$ cat src/rtl/sequence_player.sv
// Replays a stored colour sequence from the circular sequence RAM onto one-hot LEDs.
// Each entry costs one fetch, one wait, ON_CYCLES lit and OFF_CYCLES dark clocks.
module sequence_player #(
    parameter int unsigned ADDR_W     = 5,
    parameter int unsigned DATA_W     = 2,
    parameter int unsigned ON_CYCLES  = 4,
    parameter int unsigned OFF_CYCLES = 2,
    parameter int unsigned MAX_LEN    = 16
) (
    input  logic              clk,
    input  logic              reset,
    input  logic              start,
    input  logic              abort,
    input  logic [ADDR_W-1:0] base_addr,
    input  logic [ADDR_W-1:0] seq_len,
    output logic              rd_en,
    output logic [ADDR_W-1:0] rd_addr,
    input  logic [DATA_W-1:0] rd_data,
    output logic [3:0]        led,
    output logic              busy,
    output logic              done
);

    localparam int unsigned LEN_W   = ADDR_W + 1;
    localparam int unsigned CNT_MAX = (ON_CYCLES > OFF_CYCLES) ? ON_CYCLES : OFF_CYCLES;
    localparam int unsigned CNT_W   = $clog2(CNT_MAX) + 1;
    localparam logic [CNT_W-1:0] ON_LOAD   = CNT_W'(ON_CYCLES - 1);
    localparam logic [CNT_W-1:0] OFF_LOAD  = CNT_W'(OFF_CYCLES - 1);
    localparam logic [LEN_W-1:0] MAX_LEN_L = LEN_W'(MAX_LEN);

    typedef enum logic [2:0] {StIdle, StFetch, StWait, StShow, StGap, StDone} state_e;

    state_e              state_q, state_d;
    logic [LEN_W-1:0]    idx_q, idx_d;
    logic [LEN_W-1:0]    len_q, len_d;
    logic [ADDR_W-1:0]   base_q, base_d;
    logic [DATA_W-1:0]   colour_q, colour_d;
    logic [CNT_W-1:0]    cnt_q, cnt_d;
    logic                rd_en_q, rd_en_d;
    logic [ADDR_W-1:0]   rd_addr_q, rd_addr_d;
    logic [3:0]          led_q, led_d;
    logic                busy_q, busy_d;
    logic                done_q, done_d;

    logic [LEN_W-1:0]    req_len;
    logic [LEN_W-1:0]    idx_inc;

    assign req_len = ({1'b0, seq_len} > MAX_LEN_L) ? MAX_LEN_L : {1'b0, seq_len};
    assign idx_inc = idx_q + LEN_W'(1);

    always_comb begin
        state_d  = state_q;
        idx_d    = idx_q;
        len_d    = len_q;
        base_d   = base_q;
        colour_d = colour_q;
        cnt_d    = cnt_q;

        unique case (state_q)
            StIdle: begin
                if (start) begin
                    base_d  = base_addr;
                    len_d   = req_len;
                    idx_d   = '0;
                    state_d = (req_len == '0) ? StDone : StFetch;
                end
            end
            StFetch: state_d = StWait;
            StWait: begin
                colour_d = rd_data;
                cnt_d    = ON_LOAD;
                state_d  = StShow;
            end
            StShow: begin
                if (cnt_q == '0) begin
                    cnt_d   = OFF_LOAD;
                    state_d = StGap;
                end else begin
                    cnt_d = cnt_q - CNT_W'(1);
                end
            end
            StGap: begin
                if (cnt_q == '0) begin
                    idx_d   = idx_inc;
                    state_d = (idx_inc == len_q) ? StDone : StFetch;
                end else begin
                    cnt_d = cnt_q - CNT_W'(1);
                end
            end
            StDone: state_d = StIdle;
            default: state_d = StIdle;
        endcase

        if (abort && (state_q != StIdle)) begin
            state_d = StIdle;
        end

        // Outputs are decoded from the next state so they appear registered with it.
        busy_d    = (state_d != StIdle);
        done_d    = (state_d == StDone);
        rd_en_d   = (state_d == StFetch);
        rd_addr_d = rd_en_d ? (base_d + idx_d[ADDR_W-1:0]) : rd_addr_q;
        led_d     = (state_d == StShow) ? (4'(1) << colour_d) : 4'b0000;
    end

    always_ff @(posedge clk or negedge reset) begin
        if (!reset) begin
            state_q   <= StIdle;
            idx_q     <= '0;
            len_q     <= '0;
            base_q    <= '0;
            colour_q  <= '0;
            cnt_q     <= '0;
            rd_en_q   <= 1'b0;
            rd_addr_q <= '0;
            led_q     <= 4'b0000;
            busy_q    <= 1'b0;
            done_q    <= 1'b0;
        end else begin
            state_q   <= state_d;
            idx_q     <= idx_d;
            len_q     <= len_d;
            base_q    <= base_d;
            colour_q  <= colour_d;
            cnt_q     <= cnt_d;
            rd_en_q   <= rd_en_d;
            rd_addr_q <= rd_addr_d;
            led_q     <= led_d;
            busy_q    <= busy_d;
            done_q    <= done_d;
        end
    end

    assign rd_en   = rd_en_q;
    assign rd_addr = rd_addr_q;
    assign led     = led_q;
    assign busy    = busy_q;
    assign done    = done_q;

endmodule

$ cat config.mk
export PLATFORM = sky130hd
export DESIGN_NAME = sequence_player
export DESIGN_NICKNAME = d
export VERILOG_FILES = /design/src/rtl/sequence_player.sv
export SDC_FILE = /design/constraint.sdc
export NUM_CORES = 1
export LEC_CHECK = 0
export ABC_AREA = 0
export BUFFER_PORTS_ARGS = -buffer_cell sky130_fd_sc_hd__buf_4
export CAP_MARGIN = 40
export CORE_MARGIN = 2
export CORE_UTILIZATION = 40
export DETAILED_ROUTE_END_ITERATION = 10
export PLACE_DENSITY = 0.69
export REMOVE_ABC_BUFFERS = 1
export SYNTH_ARGS = -nofsm -noshare
export SYNTH_HDL_FRONTEND = slang
export SYNTH_SLANG_ARGS = --single-unit
$ cat constraint.sdc
create_clock -name clk -period 2.9 [get_ports clk]
set_clock_uncertainty 0.1 [all_clocks]
set_input_delay 0.29 -clock clk [delete_from_list [all_inputs] [get_ports clk]]
set_output_delay 0.29 -clock clk [all_outputs]
set_load 0.005 [all_outputs]
==> results.md <==
- Pin count of the biggest net entering global routing: 37
- Synth Instances: between 200 and 250
- Slowest-stage cell, CP: or4b_4
- Share of cells above drive strength 1: 0.310
- Routed via count: roughly 1700
- CTS Sinks: 36
- Final Hold Fails: 0
- Post-synth EDFFs: 0
- Synth async-reset ratio: 1.00
- Die Wd: approximately 75 um
- Inst Count DP: roughly 310
- Part of the cycle the worst path needs: 0.967
- Layout Cells excl Fill: ~330
- Largest area contributor in the netlist: dfrtp_1
- Slowest stage delay, CP: 0.58 ns
- Max Buffers Root-to-Sink: 2
- Initial DRT Pass Iterations: 4
- Core Area: 5010 um^2
- Die Area: 5700 um^2
- First-pass GRT wire length: about 7200 um
- Critical path endpoint category: flop
- Utilization after layout: 0.519
- # fillers: approximately 470
- Setup tns final: 0 ns
- Tmin final: 2.81 ns
- Slew Limit Headroom: 0.699
- Min-Delay Path Class: primary input to flop
- Status: finished, final reports clean
- DRT iter0 DRCs: about 110
- Combinational share of power: 0.429
- Main synth FF type: dfrtp_1
- Fmax: ~0.36 GHz
- Static power due to leakage: around 1.2 nW
- Clock latency at the later pin of the worst-skew pair: around 0.28 ns
- Initial core utilization: 0.408
- Clock transition at path regs: about 0.070 ns
- IO buf count: 27
- DRC violation count after routing: 0
- Endpoints failing setup: 0
- Synth-to-Final Area Change: 27.2%
- DR WL/cell: 13.4 um
- #FFs+latches synth: 36
- Die H: approximately 75 um
- Root buffer cell: clkbuf_8
- Max-slew violation count: 0
- Row count: 26
- Pwr dens: about 840 nW/um^2
- Cell Chain, Critical Path: or4b_4, mux2_4, ha_2, inv_1, fa_1, inv_1, a21o_1, a21oi_2, xnor2_2, xor2_1, mux2_2
- VDD IR-drop max: ~0.55 mV
- Post-synth top area share: 0.441
- DP Area: between 2000 and 2500 um^2
- Number of global-route vias before repair: roughly 1600
- Total CTS buffers: 5
- Synth area leaders: dfrtp_1 (44%), mux2_2 (5.0%), o21ai_0 (4.9%), ha_1 (4.3%), xnor2_1 (3.4%)
- Max_cap viols: 0
- Yosys cell types: between 40 and 50
- RSZ-0062 raised after global routing: no
- Most frequent CP cell: inv_1
- Worst Path Required: about 3.0 ns
- Register area share after synthesis: 0.441
- Ys Warns: 0
- Int Power: 1.47 mW
- Arrival time worst endpoint: 2.88 ns
- Htree depth: 2
- Tot GR Track Use: 0.167
- Power share of the clock group: 0.219
- Post-Synthesis Cell Area: approximately 2000 um^2
- Worst-path fanout max: 4
- Design area: around 2600 um^2
- Power share of the sequential group: 0.352
- Crit Path Class: flop to flop
- Syn avg cell area: 9.83 um^2
- Boundary pin count: 28
- CTS tree: built
- P_sw: between 0.7 and 0.8 mW
- DRT Wirelength: roughly 4400 um
- Initial antenna violation count: 0
- Detail Placement HPWL: about 3200 um
- Via density: roughly 5
- Total gr overflow: 0
- Worst slew pin tran: approximately 0.45 ns
- Fin nets: 278
- Antenna diodes: 0
- DRT antenna net count: 0
- Gpl congestion: between 0.7 and 0.8
- Switch share: 0.328
- Startpoint types: flop
==> flip-flops by register name (all words and copies together), names as in the netlist <==
signal	flops
len_q	5
rd_en	1
base_q	5
led	4
rd_addr	5
done	1
state_q	3
idx_q	6
colour_q	2
busy	1
cnt_q	3
==> area by class of cell <==
type | count | area, um^2 | share of cell area
clock buffer | 7 | 96.3 | 0.0371
sequential | 36 | 901 | 0.346
inverter | 14 | 52.6 | 0.0202
tap | 70 | 87.6 | 0.0337
multi-input combinational | 149 | 1070 | 0.411
clock inverter | 1 | 30.0 | 0.0115
timing repair buffer | 48 | 363 | 0.140
==> critical path: cells and delay by family, from the launching register on <==
| family | cells | cell delay (ns) |
|---|---|---|
| mux | 2 | 0.59 |
| simple gates | 1 | 0.58 |
| flops | 1 | 0.39 |
| fa+ha+maj | 2 | 0.37 |
| compound gates | 2 | 0.33 |
| xor+xnor | 2 | 0.22 |
| buf+inv | 2 | 0.11 |
==> routing by layer <==
| metal | routed length (um) | GRT usage |
|---|---|---|
| met1 | 1980 | 0.228 |
| met2 | 2160 | 0.265 |
| met3 | 169 | 0.0397 |
| met4 | 53 | 0.0526 |
| met5 | 0 | 0 |
==> Yosys cell counts (2+ instances only) <==
master     n
buf_6      2
mux2_2     9
o21ai_0   20
nor3b_1    2
nand2_1   16
xnor2_1    8
nor2_1    14
a21o_1     3
nand3_1    9
clkbuf_1   6
a21boi_0   2
nor2b_1    4
inv_1     14
ha_1       7
a21oi_1   10
o22ai_1    2
nand2b_1  10
dfrtp_1   36
nor3_1     2
mux2i_1    4
==> power groups by stage <==
stage | Clock [mW] | Combinational, mW | Sequential, mW
2_1_floorplan | 0 | 0.553 | 0.795
3_3_place_gp | 0 | 0.891 | 0.778
3_5_place_dp | 0 | 0.907 | 0.782
4_1_cts | 0.492 | 0.921 | 0.773
5_1_grt | 0.511 | 1.05 | 0.798
6_report | 0.480 | 0.943 | 0.773
==> through the flow <==
stage / power [mW] / hold WS [ns] / setup WS [ns]
finish: 2.20 / 0.142 / 0.0947
global route: 2.36 / 0.145 / 0.0000633
CTS: 2.19 / 0.133 / 0.0346
detailed placement: 1.69 / 0.178 / 0.00196
global placement: 1.67 / 0.174 / 0.0578
floorplan: 1.35 / -0.106 / -0.163
==> path summary, 6_finish.rpt <==
path,depth (start not counted),slack (ns),start,to
hold / removal,2,0.14,abort,state_q[1]
hold reg to reg,1,0.41,base_q[3],base_q[3]
min in group asynchronous,2,0.40,reset,rd_addr[4]
setup / recovery,11,0.09,state_q[1],rd_addr[4]
setup reg to reg,11,0.09,state_q[1],rd_addr[4]
max in group asynchronous,2,1.99,reset,led[3]
==> cells by family (layout without fill, tap and decap cells) <==
kind of cell	count (synthesis)	in the layout	synth area share
simple gates	66	66	0.166
compound gates	50	50	0.162
flops	36	36	0.441
buf+inv	23	70	0.0502
mux	14	14	0.0765
xor+xnor	10	10	0.0465
fa+ha+maj	9	9	0.0575
==> cell usage in the layout, fill, tap and decap left out, types with 5 or more instances in the layout <==
cell      Yosys  final
nand3_1       9      8
dfrtp_1      36     36
mux2_2        9      8
nand2b_1     10     10
xnor2_1       8      8
buf_4         0     47
nand2_1      16     16
ha_1          7      5
clkbuf_8      0      7
inv_1        14     14
nor2_1       14     14
a21oi_1      10      9
o21ai_0      20     17
==> what timing repair did <==
item	CTS	global route
pin swaps	0	2
buffers inserted	0	2
hold buffers	1	0
endpoints found under the hold margin	36	0
setup endpoints to repair	1	1
resized for setup	2	9
No activity file was read; power rests on OpenSTA's default activity.
